`config.mk`:
```
export PLATFORM = sky130hd
export DESIGN_NAME = serial_parity_rx
export DESIGN_NICKNAME = d
export VERILOG_FILES = /design/src/rtl/serial_parity_rx.sv
export SDC_FILE = /design/constraint.sdc
export NUM_CORES = 1
export LEC_CHECK = 0
export ABC_AREA = 1
export BUFFER_PORTS_ARGS = -buffer_cell sky130_fd_sc_hd__buf_2
export CAP_MARGIN = 0
export CORE_MARGIN = 3
export CORE_UTILIZATION = 53
export DETAILED_ROUTE_END_ITERATION = 8
export PLACE_DENSITY = 0.76
export SETUP_SLACK_MARGIN = 0.5
export SYNTH_ARGS = -nofsm -noshare
export SYNTH_HDL_FRONTEND = slang
export SYNTH_SLANG_ARGS = --single-unit
```
`constraint.sdc`:
```
create_clock -name clk -period 1.55 [get_ports clk]
set_clock_uncertainty 0.15 [all_clocks]
set_input_delay 0.2325 -clock clk [delete_from_list [all_inputs] [get_ports clk]]
set_output_delay 0.2325 -clock clk [all_outputs]
set_load 0.02 [all_outputs]
```
`src/rtl/serial_parity_rx.sv`:
```
// serial_parity_rx: receive side of the XOR parity link.
// Deserialises start / DATA_W data bits (LSB first) / parity / stop frames,
// recomputes parity and reports parity and framing errors with each word.
module serial_parity_rx #(
  parameter int DATA_W     = 3,
  parameter int BAUD_DIV   = 4,
  parameter int ODD_PARITY = 0
) (
  input  logic              clk,
  input  logic              rst_n,
  input  logic              rx_in,
  output logic [DATA_W-1:0] rx_data,
  output logic              rx_valid,
  output logic              parity_err,
  output logic              frame_err,
  output logic              busy
);

  localparam int CNT_W = (BAUD_DIV > 1) ? $clog2(BAUD_DIV) : 1;
  localparam int BIT_W = (DATA_W > 1) ? $clog2(DATA_W) : 1;
  localparam int HALF  = BAUD_DIV / 2;

  localparam logic [CNT_W-1:0] HALF_M1  = CNT_W'(HALF - 1);
  localparam logic [CNT_W-1:0] BAUD_M1  = CNT_W'(BAUD_DIV - 1);
  localparam logic [BIT_W-1:0] LAST_BIT = BIT_W'(DATA_W - 1);
  localparam logic             ODD_BIT  = (ODD_PARITY != 0) ? 1'b1 : 1'b0;

  typedef enum logic [2:0] {
    IDLE    = 3'd0,
    START   = 3'd1,
    DATA    = 3'd2,
    PARITY  = 3'd3,
    STOP    = 3'd4,
    WAIT_HI = 3'd5
  } state_t;

  // Parity check: the XOR over data and received parity must equal the
  // configured sense (0 for even, 1 for odd); any other result is an error.
  function automatic logic parity_mismatch(input logic [DATA_W-1:0] data,
                                           input logic              par);
    return ((^data) ^ par) != ODD_BIT;
  endfunction

  state_t              state_q, state_d;
  logic [CNT_W-1:0]    cnt_q, cnt_d;
  logic [BIT_W-1:0]    bit_q, bit_d;
  logic [DATA_W-1:0]   shift_q, shift_d;
  logic                par_q, par_d;
  logic [DATA_W-1:0]   data_q, data_d;
  logic                perr_q, perr_d;
  logic                ferr_q, ferr_d;
  logic                valid_q, valid_d;
  logic                busy_q, busy_d;
  logic                meta_q, sync_q;
  logic                rx_s;
  logic                sample_s;
  logic                half_s;

  assign rx_s = sync_q;

  // Two-flop synchroniser for the asynchronous serial line; idles high.
  always_ff @(posedge clk or negedge rst_n) begin
    if (!rst_n) begin
      meta_q <= 1'b1;
      sync_q <= 1'b1;
    end else begin
      meta_q <= rx_in;
      sync_q <= meta_q;
    end
  end

  assign sample_s = (cnt_q == BAUD_M1);
  assign half_s   = (cnt_q == HALF_M1);

  // Next-state logic: bit timing, shifting, and end-of-frame result capture.
  always_comb begin
    state_d = state_q;
    cnt_d   = cnt_q + CNT_W'(1);
    bit_d   = bit_q;
    shift_d = shift_q;
    par_d   = par_q;
    data_d  = data_q;
    perr_d  = perr_q;
    ferr_d  = ferr_q;
    valid_d = 1'b0;
    case (state_q)
      IDLE: begin
        cnt_d = '0;
        if (!rx_s) begin
          state_d = START;
        end else begin
          state_d = IDLE;
        end
      end
      START: begin
        // Mid-bit check of the start bit rejects short low glitches.
        if (half_s) begin
          cnt_d = '0;
          bit_d = '0;
          if (rx_s) begin
            state_d = IDLE;
          end else begin
            state_d = DATA;
          end
        end else begin
          state_d = START;
        end
      end
      DATA: begin
        if (sample_s) begin
          cnt_d   = '0;
          shift_d = (shift_q >> 1) | (DATA_W'(rx_s) << (DATA_W - 1));
          if (bit_q == LAST_BIT) begin
            state_d = PARITY;
          end else begin
            bit_d = bit_q + BIT_W'(1);
          end
        end else begin
          state_d = DATA;
        end
      end
      PARITY: begin
        if (sample_s) begin
          cnt_d   = '0;
          par_d   = rx_s;
          state_d = STOP;
        end else begin
          state_d = PARITY;
        end
      end
      STOP: begin
        if (sample_s) begin
          cnt_d   = '0;
          data_d  = shift_q;
          perr_d  = parity_mismatch(shift_q, par_q);
          ferr_d  = ~rx_s;
          valid_d = 1'b1;
          // A low stop bit means the line may be held low; wait for it to
          // recover so a break is never mistaken for a new start bit.
          if (rx_s) begin
            state_d = IDLE;
          end else begin
            state_d = WAIT_HI;
          end
        end else begin
          state_d = STOP;
        end
      end
      WAIT_HI: begin
        cnt_d = '0;
        if (rx_s) begin
          state_d = IDLE;
        end else begin
          state_d = WAIT_HI;
        end
      end
      default: begin
        state_d = IDLE;
        cnt_d   = '0;
      end
    endcase
    busy_d = (state_d != IDLE);
  end

  // State and datapath registers.
  always_ff @(posedge clk or negedge rst_n) begin
    if (!rst_n) begin
      state_q <= IDLE;
      cnt_q   <= '0;
      bit_q   <= '0;
      shift_q <= '0;
      par_q   <= 1'b0;
      data_q  <= '0;
      perr_q  <= 1'b0;
      ferr_q  <= 1'b0;
      valid_q <= 1'b0;
      busy_q  <= 1'b0;
    end else begin
      state_q <= state_d;
      cnt_q   <= cnt_d;
      bit_q   <= bit_d;
      shift_q <= shift_d;
      par_q   <= par_d;
      data_q  <= data_d;
      perr_q  <= perr_d;
      ferr_q  <= ferr_d;
      valid_q <= valid_d;
      busy_q  <= busy_d;
    end
  end

  assign rx_data    = data_q;
  assign rx_valid   = valid_q;
  assign parity_err = perr_q;
  assign frame_err  = ferr_q;
  assign busy       = busy_q;

endmodule
```
==> impl_metrics.yaml, run 1 <==
logic_synthesis:
  synth_flop_cell: "dfrtp_1"
  syn_inst: 110
  syn_nets: 117
  synthesis.yosys.warnings: 0
  postSynthRegisterBits: 20
  synthArstFlopShare_pct: 100
  synth_edf_count: 0
  synth_area_um2: 986
  synth.avg_cell_area_um2: 8.96
  synth_sequential_area_ratio_pct: 51.0
  post_synth_num_cell_types: 21
floorplan:
  core.rowCount: 14
  fp.dieH_um: 49.1
  top_level_ports: 10
  die_extent_in_x_um: 49.1
  start_util_pct: 60.5
  die_area_um2: 2410
  fp.coreArea_um2: 1630
placement:
  placement.cell_area_um2: 1090
  post-place-ws_ps: 210
  place_congestion: 0.955
  dpl.hpwl_mm: 1.32
  numPortBuffers: 9
clock_tree:
  worst_setup_hold_path_clk_slew_ps: 110
  clock_insertion_delay_worst_skew_ps: 310
  cts_tree: "done"
  clk_root_buffer_cell: "clkbuf_4"
  clockBufferDepth: 2
  cts_htree_levels: 1
  cts_buf_count: 3
  clock_sinks: 20
sta:
  timing_hold_violations_final: 0
  grt_setup_unrepaired: "yes"
  tightestPinTransition_ps: 431
  finalSetupViolations: 0
  totalNegativeSetupSlack_ps: 0
  maxClockFrequency_ghz: 0.733
  final-max-slew-violation-count: 0
  slew_headroom_pct: 71.2
  final.setup.worst_slack_ps: 185
  finalCritPeriodShare_pct: 88.1
  finalCriticalPeriod_ps: 1360
drt:
  routedWlPerCell_um: 14.0
  routed_wirelength_mm: 2.26
  detail_route.iter0.violations: 7
  num_vias: 833
  first_pass_iters: 4
  antenna_left: 0
  vias_cell: 5.17
  drc: 0
critical_path:
  timing.rr.start: "rx_s$_DFF_PN1_"
  worst_path_most_repeated_cell: "nand2_1"
  cpMaxStageDelayCell: "dfstp_2"
  critPathLaunch: "rx_s$_DFF_PN1_"
  timing.critical_path.required_ps: 1600
  crit_chain: "nor2_1, nand2_1, nand2_1, nor2_2, nand3_1"
  crit_path_start_kind: "flop"
  critPathKind: "reg2reg"
  cp_top_family: "flip-flops"
  cp_max_fo: 4
  cp_endpoint_kind: "flop"
  critical_path_buf_inv_count: 0
  worst_path_largest_cell_delay_ps: 600
  critPathArrivalTime_ps: 1420
  timing.reg2reg.setup_slack_ps: 190
global_route:
  grt_overflow: 0
  grt_antenna_before_repair: 0
  largest_net_degree_at_the_start_of_global_routing: 21
  grt_usage_pct: 19.0
  first_global_vias: 831
  first_pass_grt_wire_length_mm: 3.51
worst_hold_path:
  hold_start: "meta_q$_DFF_PN1_"
  hold_path.class: "reg2reg"
final_layout:
  n_antenna_cell: 0
  syn2layout_area_growth_pct: 38.8
  fillerInstances: 93
  fin_area_um2: 1370
  nNetsFinal: 145
  share_of_final_layout_standard_cells_stronger_than_drive_strength_1_pct: 49.6
outcome:
  run_status: "finished, final reports clean"
pwr:
  power_density_nw_per_um2: 1590
  power.leakage_nw: 0.682
  total_power_mw: 2.18
  ir_worst_vdd_uv: 1410
run:
  maxCapViolCount: 0
## area by class of cell
class                           count  area, um2  share of cell area, %
Sequential cell                    20        507                   37.0
Multi-Input combinational cell     72        498                   36.4
Timing Repair Buffer               23        203                   14.8
Inverter                           18       78.8                   5.76
Clock inverter                      1       30.0                   2.19
Tap cell                           24       30.0                   2.19
Clock buffer                        3       22.5                   1.65
## kinds of logic after synthesis
group,count (synthesis),share of synthesized area [%]
buffers and inverters,18,6.98
xor gates and xnor gates,2,1.78
adders and majority gates,4,5.08
AOI/OAI and AO/OA,10,5.08
and+or+nand+nor,56,30.1
DFF,20,51.0
## where the power goes
part | internal [mW] | switching [mW]
logic | 0.398 | 0.534
registers | 0.652 | 0.158
clock network | 0.262 | 0.173
total | 1.31 | 0.865
## sequential cells by signal (all words and copies together) (netlist names)
register / flops
rx_s: 1
meta_q: 1
busy: 1
bit_q: 2
rx_valid: 1
shift_q: 3
rx_data: 3
cnt_q: 2
state_q: 3
parity_err: 1
frame_err: 1
par_q: 1
## cell usage after synthesis (2+ instances only)
master,count,area [um2]
nor2_2,2,12.5
nand2_1,28,105
inv_2,4,15.0
dfstp_2,2,52.6
dfrtp_1,18,450
inv_1,13,48.8
nand3_1,10,50.1
ha_1,4,50.1
nor2_4,3,33.8
nor2_1,6,22.5
o21ai_0,7,35.0
nand4_1,3,18.8
o21ai_1,2,10.0
## layer usage
metal	GRT usage, %	wire, um	up-vias
met5	0	0	-
met2	33.5	1270	17
li1	-	-	404
met1	22.1	866	405
met3	3.36	75	7
met4	8.53	46	0
## what timing repair did
item / CTS / global route
setup endpoints to repair: 25 / 25
resized for setup: 25 / 19
pin swaps: 9 / 5
buffers inserted: 8 / 4
cloned: 0 / 0
endpoints found under the hold margin: 19 / 0
hold buffers: 2 / 0
## worst paths after layout
path | depth (start not counted) | end
worst max-delay path | 5 | busy$_DFF_PN0_
worst min-delay path | 0 | rx_s$_DFF_PN1_
worst max register to register | 5 | busy$_DFF_PN0_
worst min register to register | 0 | rx_s$_DFF_PN1_
max in group asynchronous | 2 | meta_q$_DFF_PN1_
min in group asynchronous | 2 | rx_valid$_DFF_PN0_
## layout by cell type (no fill, tap or decap), types with 2 or more instances in the layout
master and instances:
dfrtp_1 15, ha_1 2, buf_2 2, clkbuf_4 3, nand2_1 15, dlygate4sd3_1 2, inv_4 4, buf_6 8
nand3_2 3, nand4_1 3, nand3_1 8, nor2_4 6, buf_4 11, inv_1 10, nand2_2 14, nor2_2 2
nor2_1 3, dfstp_2 2, dfrtp_2 3, inv_2 3, o21ai_1 7
## worst register-to-register path, cell delays in order, from the launching register on
cell     delay [ps]
dfstp_2         600
nor2_1           90
nand2_1         100
nand2_1          80
nor2_2          150
nand3_1          90
## stage by stage
stage	hold slack, ps	instances	util [%]
3_5_place_dp	46.8	143	66.7
2_1_floorplan	-213	110	-
4_1_cts	221	157	79.4
6_report	220	161	84.0
3_3_place_gp	39.5	143	66.7
5_1_grt	226	161	84.0
Note: power is estimated with default switching activity, not from simulation.
==> run 2, diff against run 1 <==
--- a/config.mk
+++ b/config.mk
@@ -9,9 +9,9 @@
 export BUFFER_PORTS_ARGS = -buffer_cell sky130_fd_sc_hd__buf_2
 export CAP_MARGIN = 0
 export CORE_MARGIN = 3
-export CORE_UTILIZATION = 53
+export CORE_UTILIZATION = 54
 export DETAILED_ROUTE_END_ITERATION = 8
-export PLACE_DENSITY = 0.76
+export PLACE_DENSITY = 0.77
 export SETUP_SLACK_MARGIN = 0.5
 export SYNTH_ARGS = -nofsm -noshare
 export SYNTH_HDL_FRONTEND = slang
==> run 2 against run 1 <==
Setup slack worse by 19 ps. Largest cell class is now multi-input gates. Highest routed layer unchanged. Design area is 8.2% higher. Via count is 11% higher. Hold slack worse by 1.5 ps. Global-route usage is 1.1 points higher. Critical path type unchanged. First-iteration DRC count is 57% higher.
==> impl_metrics.yaml, run 2 (same netlist as run 1, synthesis figures left out) <==
critical_path:
  critPathArrivalTime_ps: 1440
  timing.reg2reg.setup_slack_ps: 170
  worstReg2RegEnd: "busy$_DFF_PN0_"
  crit_path_start_kind: "flop"
  worst_r2r_path_depth: 5
  timing.rr.start: "rx_s$_DFF_PN1_"
  cp_max_fo: 4
  timing.critical_path.required_ps: 1610
  critPathKind: "reg2reg"
  cp_endpoint_kind: "flop"
pwr:
  total_power_mw: 2.44
  power.leakage_nw: 0.747
  ir_worst_vdd_uv: 1220
  power_density_nw_per_um2: 1650
worst_hold_path:
  min_path_cells: 0
  hold_path.class: "reg2reg"
  hold_start: "meta_q$_DFF_PN1_"
  whs_endpoint: "rx_s$_DFF_PN1_"
final_layout:
  n_antenna_cell: 0
  syn2layout_area_growth_pct: 50.3
  final_cell_mix: "buf_4, nand2_1, dfrtp_1"
  share_of_final_layout_standard_cells_stronger_than_drive_strength_1_pct: 57.0
  mostFrequentLayoutCell: "buf_4"
  fin_area_um2: 1480
  nNetsFinal: 157
floorplan:
  top_level_ports: 10
  core.rowCount: 14
  fp.dieH_um: 48.7
  die_area_um2: 2370
  die_extent_in_x_um: 48.7
  fp.coreArea_um2: 1610
  start_util_pct: 61.2
sta:
  finalSetupViolations: 0
  totalNegativeSetupSlack_ps: 0
  timing_hold_violations_final: 0
  grt_setup_unrepaired: "yes"
  finalCriticalPeriod_ps: 1380
  tightestPinTransition_ps: 437
  maxClockFrequency_ghz: 0.723
  final-max-slew-violation-count: 0
  holdWs_ps: 219
  finalCritPeriodShare_pct: 89.3
  slew_headroom_pct: 70.9
global_route:
  gr-usage-met1_pct: 23.6
  grt_usage_pct: 20.0
  grt_overflow: 0
  largest_net_degree_at_the_start_of_global_routing: 21
  first_pass_grt_wire_length_mm: 3.70
  grt_util_met2_pct: 33.5
  grt_antenna_before_repair: 0
  grt_most_used_layer: "met2"
  first_global_vias: 871
  grt_util_met3_pct: 4.29
placement:
  placement.cell_area_um2: 1090
  numPortBuffers: 9
  dpl.hpwl_mm: 1.22
  place_congestion: 0.961
clock_tree:
  clock_insertion_delay_worst_skew_ps: 300
  worst_setup_hold_path_clk_slew_ps: 120
  cts_htree_levels: 1
  cts_tree: "done"
  clk_root_buffer_cell: "clkbuf_4"
  clockBufferDepth: 2
  cts_buf_count: 3
  clock_sinks: 20
drt:
  antenna_left: 0
  drc: 0
  vias_cell: 5.35
  routedWlPerCell_um: 15.1
  detail_route.iter0.violations: 11
  num_vias: 925
  first_pass_iters: 5
  routed_wirelength_mm: 2.62
run:
  maxCapViolCount: 0
outcome:
  run_status: "finished, final reports clean"
[run 2: cell types whose count changed in the layout (fill, tap and decap cells not counted), sizes merged]
cell / before / now
buf: 21 / 33
[run 2: final cells by class]
class | instances | area, um2
tap | 24 | 30.0
fill | 60 | 130
timing repair buffer | 35 | 300
clock buffer | 3 | 22.5
sequential | 20 | 508
clock inverter | 1 | 30.0
multi-input combinational | 72 | 514
inverter | 18 | 76.3
[run 2: where the power goes]
| part | leakage, nW | internal, mW | total [mW] | switching, mW |
|---|---|---|---|---|
| clock network | 0.0279 | 0.261 | 0.430 | 0.169 |
| logic | 0.464 | 0.557 | 1.21 | 0.649 |
| registers | 0.255 | 0.655 | 0.803 | 0.149 |
[run 2: routing by layer]
metal / wire (um) / vias to the layer above
li1: - / 428
met1: 1110 / 449
met3: 127 / 12
met5: 0 / -
met4: 66 / 0
met2: 1320 / 36
[run 2: worst max-delay path by stage]
stage	start	depth (start not counted)	endpoint	slack [ps]
2_1_floorplan	state_q[1]$_DFF_PN0_	6	rx_data[1]$_DFFE_PN0P_	320
5_1_grt	cnt_q[1]$_DFF_PN0_	5	busy$_DFF_PN0_	110
3_3_place_gp	cnt_q[0]$_DFF_PN0_	5	busy$_DFF_PN0_	220
6_report	rx_s$_DFF_PN1_	5	busy$_DFF_PN0_	170
4_1_cts	cnt_q[1]$_DFF_PN0_	6	busy$_DFF_PN0_	220
3_5_place_dp	cnt_q[1]$_DFF_PN0_	6	busy$_DFF_PN0_	210
[run 2: per-stage QoR]
stage | instances | util, % | worst slack, ps
2_1_floorplan | 110 | - | 317
6_report | 173 | 91.9 | 166
4_1_cts | 165 | 85.0 | 219
3_3_place_gp | 143 | 67.4 | 223
5_1_grt | 173 | 91.9 | 110
3_5_place_dp | 143 | 67.4 | 209
[run 2: repair_timing]
action	in CTS	in global routing
resized for setup	35	16
setup endpoints to repair	25	25
pin swaps	15	10
hold buffers	2	0
hold endpoints to repair	19	0
setup buffers	16	8
[run 2: critical path, cell delays in order (launching register included)]
cell and delay, ps:
dfstp_2 600, nor2_1 80, nand2_1 110, nand2_1 90
nor2_2 160, nand3_2 90
==> run 3, diff against run 2 <==
==> constraint.sdc (replaced) <==
create_clock -name clk -period 1.55 [get_ports clk]
set_clock_uncertainty 0.15 [all_clocks]
set_input_delay 0.155 -clock clk [delete_from_list [all_inputs] [get_ports clk]]
set_output_delay 0.155 -clock clk [all_outputs]
set_load 0.02 [all_outputs]
==> run 3 against run 2 <==
Wire length did not move. Final cell count did not move. Clock-buffer cell count did not move. Setup slack did not move. First-iteration DRC count did not move. Critical path type unchanged. Total power did not move. Highest routed layer unchanged. Design area did not move.
==> impl_metrics.yaml, run 3 (same netlist as run 1, synthesis figures left out) <==
clock_tree:
  clock_insertion_delay_worst_skew_ps: 300
  clockBufferDepth: 2
  cts_buf_count: 3
  clock_sinks: 20
  cts_htree_levels: 1
  clk_root_buffer_cell: "clkbuf_4"
  worst_setup_hold_path_clk_slew_ps: 120
  cts_tree: "done"
critical_path:
  critPathArrivalTime_ps: 1440
  crit_chain: "nor2_1, nand2_1, nand2_1, nor2_2, nand3_2"
  cp_endpoint_kind: "flop"
  cp_max_fo: 4
  timing.critical_path.required_ps: 1610
  crit_path_start_kind: "flop"
  critPathKind: "reg2reg"
  worst_path_largest_cell_delay_ps: 600
  worst_path_most_repeated_cell: "nand2_1"
  cpMaxStageDelayCell: "dfstp_2"
  worst_r2r_path_depth: 5
final_layout:
  final_cell_mix: "buf_4, nand2_1, dfrtp_1"
  share_of_final_layout_standard_cells_stronger_than_drive_strength_1_pct: 57.0
  mostFrequentLayoutCell: "buf_4"
  nNetsFinal: 157
  fin_area_um2: 1480
  fillerInstances: 60
  syn2layout_area_growth_pct: 50.3
  n_antenna_cell: 0
placement:
  numPortBuffers: 9
  dpl.hpwl_mm: 1.22
  place_congestion: 0.961
  placement.cell_area_um2: 1090
sta:
  tightestPinTransition_ps: 437
  final-max-slew-violation-count: 0
  timing_hold_violations_final: 0
  slew_headroom_pct: 70.9
  finalCriticalPeriod_ps: 1380
  finalSetupViolations: 0
  grt_setup_unrepaired: "yes"
  maxClockFrequency_ghz: 0.723
  finalCritPeriodShare_pct: 89.3
  totalNegativeSetupSlack_ps: 0
drt:
  detail_route.iter0.violations: 11
  num_vias: 925
  vias_cell: 5.35
  routed_wirelength_mm: 2.62
  antenna_left: 0
  first_pass_iters: 5
  routedWlPerCell_um: 15.1
  drc: 0
floorplan:
  die_area_um2: 2370
  fp.coreArea_um2: 1610
  core.rowCount: 14
  fp.dieH_um: 48.7
  top_level_ports: 10
  die_extent_in_x_um: 48.7
  start_util_pct: 61.2
global_route:
  largest_net_degree_at_the_start_of_global_routing: 21
  first_global_vias: 871
  first_pass_grt_wire_length_mm: 3.70
  grt_usage_pct: 20.0
  grt_antenna_before_repair: 0
  grt_overflow: 0
pwr:
  power.leakage_nw: 0.747
  power_density_nw_per_um2: 1650
  ir_worst_vdd_uv: 1220
run:
  maxCapViolCount: 0
worst_hold_path:
  hold_path.class: "in2async"
outcome:
  run_status: "finished, final reports clean"
-- run 3: cell counts in the layout (fill, tap and decap cells not counted) --
Identical to the previous run, type by type.
-- run 3: power by group --
group / total (mW) / internal (mW) / leakage [nW] / switching (mW)
clock network: 0.430 / 0.261 / 0.0279 / 0.169
registers: 0.803 / 0.655 / 0.255 / 0.149
logic: 1.21 / 0.557 / 0.464 / 0.649
-- run 3: metrics by stage --
step                      std cells  hold slack, ps  total power [mW]  setup slack, ps  util, %
after detailed placement        143           -34.1              1.49              209     67.4
after CTS                       165             164              2.23              219     85.0
after global placement          143           -35.7              1.47              223     67.4
final                           173             181              2.44              166     91.9
after global routing            173             198              2.60              110     91.9
after floorplan                 110            -291              1.34              317        -
-- run 3: final cells by class --
| type | instances | area, um2 | share of cell area [%] |
|---|---|---|---|
| multi-input cells | 72 | 514 | 34.7 |
| flip-flops and latches | 20 | 508 | 34.3 |
| repair buffers | 35 | 300 | 20.3 |
| clock inverters | 1 | 30.0 | 2.03 |
| inverters | 18 | 76.3 | 5.15 |
| well taps | 24 | 30.0 | 2.03 |
| clock buffers | 3 | 22.5 | 1.52 |
-- run 3: worst paths after layout --
kind | start | slack (ps) | endpoint
setup / recovery | rx_s$_DFF_PN1_ | 170 | busy$_DFF_PN0_
hold / removal | rst_n | 180 | shift_q[1]$_DFFE_PN0P_
setup reg to reg | rx_s$_DFF_PN1_ | 170 | busy$_DFF_PN0_
hold reg to reg | meta_q$_DFF_PN1_ | 220 | rx_s$_DFF_PN1_
max in group asynchronous | rst_n | 740 | cnt_q[0]$_DFF_PN0_
min in group clk | meta_q$_DFF_PN1_ | 220 | rx_s$_DFF_PN1_
-- run 3: critical path: cells and delay by family, from the launching register on --
family	cells	cell delay [ps]
flops	1	600
simple gates	5	530
-- run 3: routing by layer --
layer  vias up  wire length (um)  global-route usage, %
met1       449              1110                   23.6
met5         -                 0                      0
met4         0                66                   11.8
met3        12               127                   4.29
li1        428                 -                      -
met2        36              1320                   33.5
-- run 3: timing repair --
item | in CTS | in global routing
cloned | 0 | 0
hold buffers | 2 | 0
pin swaps | 15 | 10
setup endpoints to repair | 25 | 25
resized for setup | 35 | 16
endpoints found under the hold margin | 21 | 0
setup buffers | 16 | 8
